[src/rtl/imem_loader.sv]
`default_nettype none
// ============================================================================
// Module      : imem_loader
// Description : Loads a program image from a byte stream into an instruction
//               memory write port. Stream layout (all fields little-endian):
//                 4-byte word count N, N 32-bit words, and, when the macro
//                 IMEM_LOADER_CHECKSUM_EN is defined, a 4-byte XOR checksum
//                 of all data words.
// Optional    : `define IMEM_LOADER_CHECKSUM_EN adds the CHECK state and the
//               running XOR register; without it the load ends after the
//               last word (or after N=0).
// Ports       : clk, reset       - clock, synchronous active-high reset
//               start            - begin a load (IDLE/DONE/ERR only)
//               in_valid/in_data - byte stream input
//               in_ready         - byte accepted when in_valid is also high
//               mem_we/mem_addr/mem_wdata - 1-cycle write strobe, byte
//                                  address (word index << 2), word data
//               busy/done/err    - status (LEN/DATA/CHECK, DONE, ERR)
// Revision    : 1.0 - initial release
// ============================================================================
module imem_loader #(
  parameter int NWORDS = 1024,
  localparam int XLEN  = 32
) (
  input  logic            clk,
  input  logic            reset,
  input  logic            start,
  input  logic            in_valid,
  input  logic [7:0]      in_data,
  output logic            in_ready,
  output logic            mem_we,
  output logic [XLEN-1:0] mem_addr,
  output logic [XLEN-1:0] mem_wdata,
  output logic            busy,
  output logic            done,
  output logic            err
);

  localparam logic [XLEN-1:0] c_NWORDS = XLEN'(NWORDS);

  typedef enum logic [2:0] {
    S_IDLE  = 3'd0,
    S_LEN   = 3'd1,
    S_DATA  = 3'd2,
`ifdef IMEM_LOADER_CHECKSUM_EN
    S_CHECK = 3'd3,
`endif
    S_DONE  = 3'd4,
    S_ERR   = 3'd5
  } state_t;

  state_t          r_state;
  state_t          w_next;
  state_t          w_after_data;
  logic [1:0]      r_cnt;
  logic [23:0]     r_buf;      // bytes 0..2 of the field being assembled
  logic [XLEN-1:0] r_len;
  logic [XLEN-1:0] r_widx;
  logic            r_mem_we;
  logic [XLEN-1:0] r_mem_addr;
  logic [XLEN-1:0] r_mem_wdata;
`ifdef IMEM_LOADER_CHECKSUM_EN
  logic [XLEN-1:0] r_xor;
`endif

  logic            w_loading;
  logic            w_accept;
  logic            w_last_byte;
  logic            w_last_word;
  logic            w_start_ok;
  logic [XLEN-1:0] w_full;

  assign w_loading   = (r_state == S_LEN) || (r_state == S_DATA)
`ifdef IMEM_LOADER_CHECKSUM_EN
                       || (r_state == S_CHECK)
`endif
                       ;
  // Reset gates the handshake so no byte is taken in a reset cycle.
  assign w_accept    = in_valid && w_loading && !reset;
  assign w_last_byte = (r_cnt == 2'd3);
  // The fourth byte goes straight from the input into the top lane.
  assign w_full      = {in_data, r_buf};
  assign w_last_word = (r_widx == (r_len - XLEN'(1)));
  assign w_start_ok  = start && ((r_state == S_IDLE) || (r_state == S_DONE) ||
                                 (r_state == S_ERR));

`ifdef IMEM_LOADER_CHECKSUM_EN
  assign w_after_data = S_CHECK;
`else
  assign w_after_data = S_DONE;
`endif

  // Next-state logic.
  always_comb begin
    w_next = r_state;
    case (r_state)
      S_IDLE, S_DONE, S_ERR: begin
        if (start) w_next = S_LEN;
      end
      S_LEN: begin
        if (w_accept && w_last_byte) begin
          if (w_full > c_NWORDS)         w_next = S_ERR;
          else if (w_full != '0)         w_next = S_DATA;
          else                           w_next = w_after_data;
        end
      end
      S_DATA: begin
        if (w_accept && w_last_byte && w_last_word) w_next = w_after_data;
      end
`ifdef IMEM_LOADER_CHECKSUM_EN
      S_CHECK: begin
        if (w_accept && w_last_byte)
          w_next = (w_full == r_xor) ? S_DONE : S_ERR;
      end
`endif
      default: w_next = S_IDLE;
    endcase
  end

  always_ff @(posedge clk) begin
    if (reset) begin
      r_state     <= S_IDLE;
      r_cnt       <= 2'd0;
      r_buf       <= '0;
      r_len       <= '0;
      r_widx      <= '0;
      r_mem_we    <= 1'b0;
      r_mem_addr  <= '0;
      r_mem_wdata <= '0;
`ifdef IMEM_LOADER_CHECKSUM_EN
      r_xor       <= '0;
`endif
    end else begin
      r_state  <= w_next;
      r_mem_we <= 1'b0;
      if (w_start_ok) begin
        r_cnt  <= 2'd0;
        r_widx <= '0;
`ifdef IMEM_LOADER_CHECKSUM_EN
        r_xor  <= '0;
`endif
      end else if (w_accept) begin
        r_cnt <= r_cnt + 2'd1;
        case (r_cnt)
          2'd0:    r_buf[7:0]   <= in_data;
          2'd1:    r_buf[15:8]  <= in_data;
          2'd2:    r_buf[23:16] <= in_data;
          default: r_buf        <= r_buf;
        endcase
        if (w_last_byte && (r_state == S_LEN)) begin
          r_len <= w_full;
        end
        if (w_last_byte && (r_state == S_DATA)) begin
          r_mem_we    <= 1'b1;
          r_mem_addr  <= {r_widx[XLEN-3:0], 2'b00};
          r_mem_wdata <= w_full;
          r_widx      <= r_widx + XLEN'(1);
`ifdef IMEM_LOADER_CHECKSUM_EN
          r_xor       <= r_xor ^ w_full;
`endif
        end
      end
    end
  end

  // Status outputs are forced low during reset, before the first reset edge
  // has settled the state register.
  assign in_ready  = w_loading && !reset;
  assign busy      = w_loading && !reset;
  assign done      = (r_state == S_DONE) && !reset;
  assign err       = (r_state == S_ERR) && !reset;
  assign mem_we    = r_mem_we;
  assign mem_addr  = r_mem_addr;
  assign mem_wdata = r_mem_wdata;

endmodule
`default_nettype wire

[config.mk]
export PLATFORM = sky130hd
export DESIGN_NAME = imem_loader
export DESIGN_NICKNAME = d
export VERILOG_FILES = /design/src/rtl/imem_loader.sv
export SDC_FILE = /design/constraint.sdc
export NUM_CORES = 1
export LEC_CHECK = 0
export BUFFER_PORTS_ARGS = -buffer_cell sky130_fd_sc_hd__buf_4
export CAP_MARGIN = 25
export CORE_ASPECT_RATIO = 0.8
export CORE_UTILIZATION = 53
export DETAILED_ROUTE_END_ITERATION = 12
export HOLD_SLACK_MARGIN = 0.02
export PLACE_DENSITY = 0.85
export RECOVER_POWER = 25
export SYNTH_ARGS = -nofsm -noshare
export SYNTH_HDL_FRONTEND = slang
export SYNTH_SLANG_ARGS = --single-unit
[constraint.sdc]
create_clock -name clk -period 2.8 [get_ports clk]
set_input_delay 0.14 -clock clk [delete_from_list [all_inputs] [get_ports clk]]
set_output_delay 0.14 -clock clk [all_outputs]
set_load 0.01 [all_outputs]
==> results.py, run 1 <==
metrics = {
    "synth": {
        "yosysSeqAreaShare_pct": 43.5,
        "postSynthAreaPerCell_sq_um": 7.68,
        "synth_cell_types": 61,
        "ys_ff_latch": 156,
        "netlist_area_sq_um": 7190,
        "syn-instance-count": 936,
        "ys.flop_type": "dfxtp_1",
        "yosys_warnings": 0,
        "synth_edf_count": 0,
        "async_reset_ff_share_pct": 0,
    },
    "timing": {
        "hold_ws_ns": 0.136,
        "slew_violations": 0,
        "hold_viol": 0,
        "setup_viol": 1,
        "rsz0062_at_grt": "yes",
        "tightest_slew_ns": 0.721,
        "finClkSkew_ns": 0.0106,
        "relSlewSlack_pct": 51.9,
        "fin_crit_sh_pct": 101,
        "period_needed_ns": 2.82,
        "setup_ws_ns": -0.0188,
        "fmax_mhz": 355,
    },
    "detailed_routing": {
        "drt_iter0_markers": 569,
        "via_per_inst": 5.73,
        "first_pass_iters": 7,
        "ant_nets": 0,
        "drc": 0,
        "vias": 6962,
        "avgRoutedWirePerCell_microns": 15.8,
        "finalWirelength_mm": 19.2,
    },
    "clock_network": {
        "clk_path_buf_depth": 2,
        "path_clk_slew_ns": 0.06,
        "cts_made_buffers": 17,
        "htreeDepth": 4,
        "cts_root_buf": "clkbuf_16",
        "cts_tree": "done",
        "clock_latency_ns": 0.43,
        "clock-sinks": 156,
    },
    "critical_path": {
        "crit_slowest_cell": "or4_4",
        "path_buf_inv": 2,
        "worstSetupEndpointType": "flop",
        "path_class": "reg -> reg",
        "worstPathRequired_ns": 3.12,
        "arrival_ns": 3.14,
        "path_max_fanout": 2,
        "slowest_delay_ns": 0.54,
        "critPathLaunchType": "flop",
        "crit_chain": "inv_2 -> ha_4 -> xor2_2 -> o311ai_2 -> or4_4 -> a2111oi_4 -> buf_4 -> nand4_1 -> nor4b_4 -> a31oi_1 -> o31a_1",
        "path_delay_family": "simple AND/OR/NAND/NOR gates",
    },
    "die": {
        "die_w_microns": 132,
        "start_util_pct": 55.0,
        "die_area_sq_um": 14000,
        "rows": 37,
        "die_h_microns": 106,
        "ioPinCount": 81,
        "coreArea_sq_um": 13100,
    },
    "run_status": {
        "status": "finished with violations",
        "violations": "setup timing",
    },
    "power_and_ir_drop": {
        "power_mw": 4.61,
        "powerDensity_nw_per_um2": 534,
        "vdd_drop_max_v": 0.000404,
        "leakage_nw": 3.10,
    },
    "layout": {
        "antenna_cells": 0,
        "mostFrequentLayoutCells": "nand2_1 (244), dfxtp_1 (154), a21oi_1 (134), buf_4 (71), nor2_1 (58)",
        "drive_above_1_share_pct": 12.6,
        "fin_area_sq_um": 8630,
        "layout_commonest_cell": "nand2_1",
        "syn2layout_area_growth_pct": 20.1,
        "nets": 1045,
    },
    "grt": {
        "grt_pass1_vias": 6301,
        "grt_pass1_wl_mm": 31.3,
        "grt_max_degree": 69,
        "track_usage_pct": 27.9,
        "antenna_found_initial": 0,
        "grt-ovfl-total": 0,
    },
    "place": {
        "dp_hpwl_mm": 13.0,
        "pre_cts_ws_ns": -0.143,
        "gp_routability_congestion": 0.960,
        "port_buffers": 78,
        "dpl_cell_area_sq_um": 8070,
    },
    "min_path": {
        "min_path_type": "in -> reg",
    },
    "flow_run": {
        "maxCapViolations": 0,
    },
}
-- state kept, by name (all words and copies together), names as in the netlist --
signal and cells:
r_widx 32, mem_wdata 32, r_state 3, r_len 32, r_cnt 2, r_buf 24
mem_addr 30, mem_we 1
-- cell type report --
type | count | area (sq um)
clock inverter | 12 | 111
clock buffer | 20 | 457
fill | 1117 | 4420
multi-input combinational | 702 | 3840
tap | 175 | 219
timing repair buffer | 134 | 820
inverter | 16 | 60.1
sequential | 156 | 3130
-- cells in the mapped netlist, types with 6 or more instances --
master    instances  area share (%)
a21oi_1         134             9.3
nor3_1           15             1.0
xnor2_1          32             3.9
clkbuf_1         53             2.8
inv_1            16            0.84
nand4_1          17             1.5
nor2_1           60             3.1
xor2_1           31             3.8
and3_1            8            0.70
ha_1              6             1.0
dfxtp_1         156              43
nand2_1         245              13
o21ai_0          10            0.70
nand3_1          44             3.1
and2_1            7            0.61
nor4_1           13             1.1
or3_1            13             1.1
-- repair_timing --
item                                    4_1_cts  5_1_grt
buffers inserted                              3        0
gates resized for setup                       9       10
endpoints found under the setup margin        2        5
pin swaps                                     1        1
gates cloned                                  0        0
hold endpoints to repair                     16        0
hold buffers                                  8        0
-- per-stage QoR --
stage | utilization [%] | setup TNS, ns | instances
2_1_floorplan | - | 0 | 937
3_3_place_gp | 61.8 | -0.0283 | 1172
3_5_place_dp | 61.8 | -0.159 | 1172
4_1_cts | 67.3 | 0 | 1215
5_1_grt | 66.1 | -0.305 | 1215
6_report | 66.1 | -0.0188 | 1215
-- power by group --
| part | internal [mW] | total (mW) | leakage, nW | switching, mW |
|---|---|---|---|---|
| Combinational | 0.0437 | 0.139 | 1.57 | 0.0956 |
| Clock | 1.28 | 2.24 | 0.273 | 0.961 |
| Sequential | 2.22 | 2.23 | 1.26 | 0.00849 |
-- final timing paths --
path,from,to,slack (ns),cells past startpoint
setup reg to reg,r_len[1]$_SDFFE_PP0P_,r_state[1]$_SDFFE_PP0P_,-0.02,11
hold reg to reg,mem_wdata[10]$_SDFFE_PP0P_,mem_wdata[10]$_SDFFE_PP0P_,0.45,2
setup / recovery,r_len[1]$_SDFFE_PP0P_,r_state[1]$_SDFFE_PP0P_,-0.02,11
hold / removal,start,r_state[0]$_SDFFE_PP0P_,0.14,4
-- worst register-to-register path: stages (launching register included) --
cell       delay (ns)
dfxtp_2          0.33
inv_2            0.05
ha_4             0.26
xor2_2           0.17
o311ai_2         0.13
or4_4            0.54
a2111oi_4        0.20
buf_4            0.16
nand4_1          0.16
nor4b_4          0.36
a31oi_1          0.12
o31a_1           0.25
-- cell families (layout without fill, tap and decap cells) --
kind of cell             count (synthesis)  count (layout)  share of synthesized area (%)
XOR/XNOR                                63              63                           7.68
AND/OR/NAND/NOR                        455             455                           29.3
AO/OA/AOI/OAI                          173             173                           13.6
multiplexers                             3               3                          0.418
flip-flops                             156             156                           43.5
buffers and inverters                   79             182                           4.46
other                                    1               2                         0.0522
adder cells (fa/ha/maj)                  6               6                           1.04
-- routing by layer --
layer  vias up  wire, microns  GRT usage, %
li1       3346              -             -
met3        36           1400          6.58
met4         0            347          8.29
met5         -              0             0
met2       273           8770          44.2
met1      3307           8730          37.9
No activity file was read; power rests on OpenSTA's default activity.
==> inputs of run 2 (changes only) <==
CAP_MARGIN = 10   (was 25)
CELL_PAD_IN_SITES_DETAIL_PLACEMENT = 0   (was unset)
CELL_PAD_IN_SITES_GLOBAL_PLACEMENT = 1   (was unset)
CORE_UTILIZATION = 39   (was 53)
==> run 2 against run 1 <==
The flow now finishes without violations. Count of clock-buffer cells in the layout increased by 3. Maximum frequency increased by 1.9%. Sequential power about the same. Sequential cell count unchanged. Via count decreased by 4.6%. Die area increased by 35%. Final cell count increased by 4.5%. Clock skew about the same. Design area increased by 1.2%. Sequential share of layout area decreased by 0.39 points. Worst hold slack got worse by 0.044 ns. Global-route usage decreased by 6.5 points. Largest cell class unchanged.
==> results.py, run 2 (synthesis gave the netlist of run 1 again) <==
metrics = {
    "run_status": {
        "status": "finished clean",
    },
    "timing": {
        "fin_crit_sh_pct": 98.8,
        "relSlewSlack_pct": 47.6,
        "tightest_slew_ns": 0.787,
        "period_needed_ns": 2.77,
        "setup_viol": 0,
        "fmax_mhz": 361,
        "finalSetupTns_ns": 0,
        "rsz0062_at_grt": "yes",
        "finClkSkew_ns": 0.0102,
        "hold_viol": 0,
        "slew_violations": 0,
        "hold_ws_ns": 0.0925,
    },
    "layout": {
        "final-seq-area_sq_um": 3130,
        "fin_area_sq_um": 8730,
        "multiInputGateArea_sq_um": 3820,
        "nets": 1046,
        "drive_above_1_share_pct": 12.5,
        "mostFrequentLayoutCells": "nand2_1 (244), dfxtp_1 (152), a21oi_1 (133), buf_4 (68)",
        "antenna_cells": 0,
        "fillers": 1824,
        "layout_commonest_cell": "nand2_1",
        "syn2layout_area_growth_pct": 21.5,
    },
    "die": {
        "start_util_pct": 39.7,
        "coreArea_sq_um": 18100,
        "ioPinCount": 81,
        "die_h_microns": 123,
        "rows": 44,
        "die_w_microns": 154,
        "die_area_sq_um": 19000,
    },
    "power_and_ir_drop": {
        "power_mw": 4.70,
        "leakage_nw": 3.12,
        "vdd_drop_max_v": 0.000360,
        "powerDensity_nw_per_um2": 538,
    },
    "grt": {
        "track_usage_pct": 21.4,
        "grt_max_degree": 76,
        "grt_pass1_vias": 6132,
        "grt-ovfl-total": 0,
        "grt_pass1_wl_mm": 32.0,
        "antenna_found_initial": 0,
    },
    "clock_network": {
        "cts_made_buffers": 17,
        "clk_path_buf_depth": 2,
        "clock-sinks": 156,
        "cts_tree": "done",
        "htreeDepth": 4,
        "cts_root_buf": "clkbuf_16",
        "clock_latency_ns": 0.43,
        "path_clk_slew_ns": 0.06,
    },
    "critical_path": {
        "path_max_fanout": 6,
        "cpMostUsedCell": "buf_6",
        "path_class": "reg -> reg",
        "crit_chain": "buf_6 -> nor4_4 -> buf_4 -> buf_6 -> a21oi_2 -> or4_1 -> a2111oi_2 -> nand4_1 -> nor4b_4 -> a31oi_1 -> o31a_1",
        "worstSetupEndpointType": "flop",
        "critPathLaunchType": "flop",
        "path_delay_family": "simple AND/OR/NAND/NOR gates",
        "worstPathRequired_ns": 3.13,
        "arrival_ns": 3.09,
        "path_buf_inv": 3,
        "slowest_delay_ns": 0.51,
        "crit_slowest_cell": "or4_1",
    },
    "place": {
        "dpl_cell_area_sq_um": 8160,
        "port_buffers": 78,
        "dp_hpwl_mm": 13.8,
        "gp_routability_congestion": 0.885,
    },
    "detailed_routing": {
        "drt_iter0_markers": 469,
        "vias": 6645,
        "via_per_inst": 5.23,
        "avgRoutedWirePerCell_microns": 15.3,
        "first_pass_iters": 5,
        "ant_nets": 0,
        "drc": 0,
        "finalWirelength_mm": 19.5,
    },
    "flow_run": {
        "maxCapViolations": 0,
    },
    "min_path": {
        "min_path_type": "in -> reg",
    },
}
-- run 2: cell types whose count changed in the layout (fill, tap and decap cells not counted), sizes merged --
cell | previous run | this run
clkinv | 5 | 1
buf | 71 | 72
clkbuf | 75 | 78
bufinv | 1 | 2
inv | 19 | 18
-- run 2: power by group --
part / total, mW / internal (mW) / switching, mW / leakage [nW]
Combinational: 0.137 / 0.0436 / 0.0937 / 1.59
Sequential: 2.23 / 2.22 / 0.00811 / 1.26
Clock: 2.33 / 1.39 / 0.941 / 0.276
-- run 2: through the flow --
| stage | utilization [%] | worst slack [ns] | std cells |
|---|---|---|---|
| 2_1_floorplan | - | 0.0820 | 937 |
| 3_3_place_gp | 45.0 | 0.0672 | 1227 |
| 3_5_place_dp | 45.0 | 0.0437 | 1227 |
| 4_1_cts | 48.7 | 0.0147 | 1266 |
| 5_1_grt | 48.2 | -0.128 | 1270 |
| 6_report | 48.2 | 0.0330 | 1270 |
-- run 2: what timing repair did --
action / in CTS / in global routing
hold buffers: 8 / 0
endpoints found under the setup margin: 0 / 6
gates resized for setup: 0 / 21
hold endpoints to repair: 20 / 0
setup buffers: 0 / 4
-- run 2: worst paths after layout --
check	start	end	slack [ns]	cells past startpoint
worst max-delay path	r_len[0]$_SDFFE_PP0P_	r_state[1]$_SDFFE_PP0P_	0.03	11
worst min-delay path	start	r_state[0]$_SDFFE_PP0P_	0.09	4
worst max register to register	r_len[0]$_SDFFE_PP0P_	r_state[1]$_SDFFE_PP0P_	0.03	11
worst min register to register	mem_addr[9]$_SDFFE_PP0P_	mem_addr[9]$_SDFFE_PP0P_	0.45	2
-- run 2: tightest hold or removal path, stage by stage --
cell and delay, ns:
buf_4 0.09, o31ai_1 0.11, nand2_1 0.08, a21oi_1 0.06
-- run 2: area by class of cell --
cell class                      count  area share, %
Clock inverter                      8           1.25
Clock buffer                       23           5.47
Multi-Input combinational cell    702           43.7
Sequential cell                   156           35.8
Inverter                           16          0.688
Tap cell                          230           3.30
Timing Repair Buffer              135           9.74
-- run 2: metal layers --
metal	vias to the layer above	share of wire [%]	track usage (%)
met4	0	1.4	7.00
met2	125	44	32.4
li1	3353	-	-
met3	21	4.1	4.45
met1	3146	51	30.3
met5	-	0	0
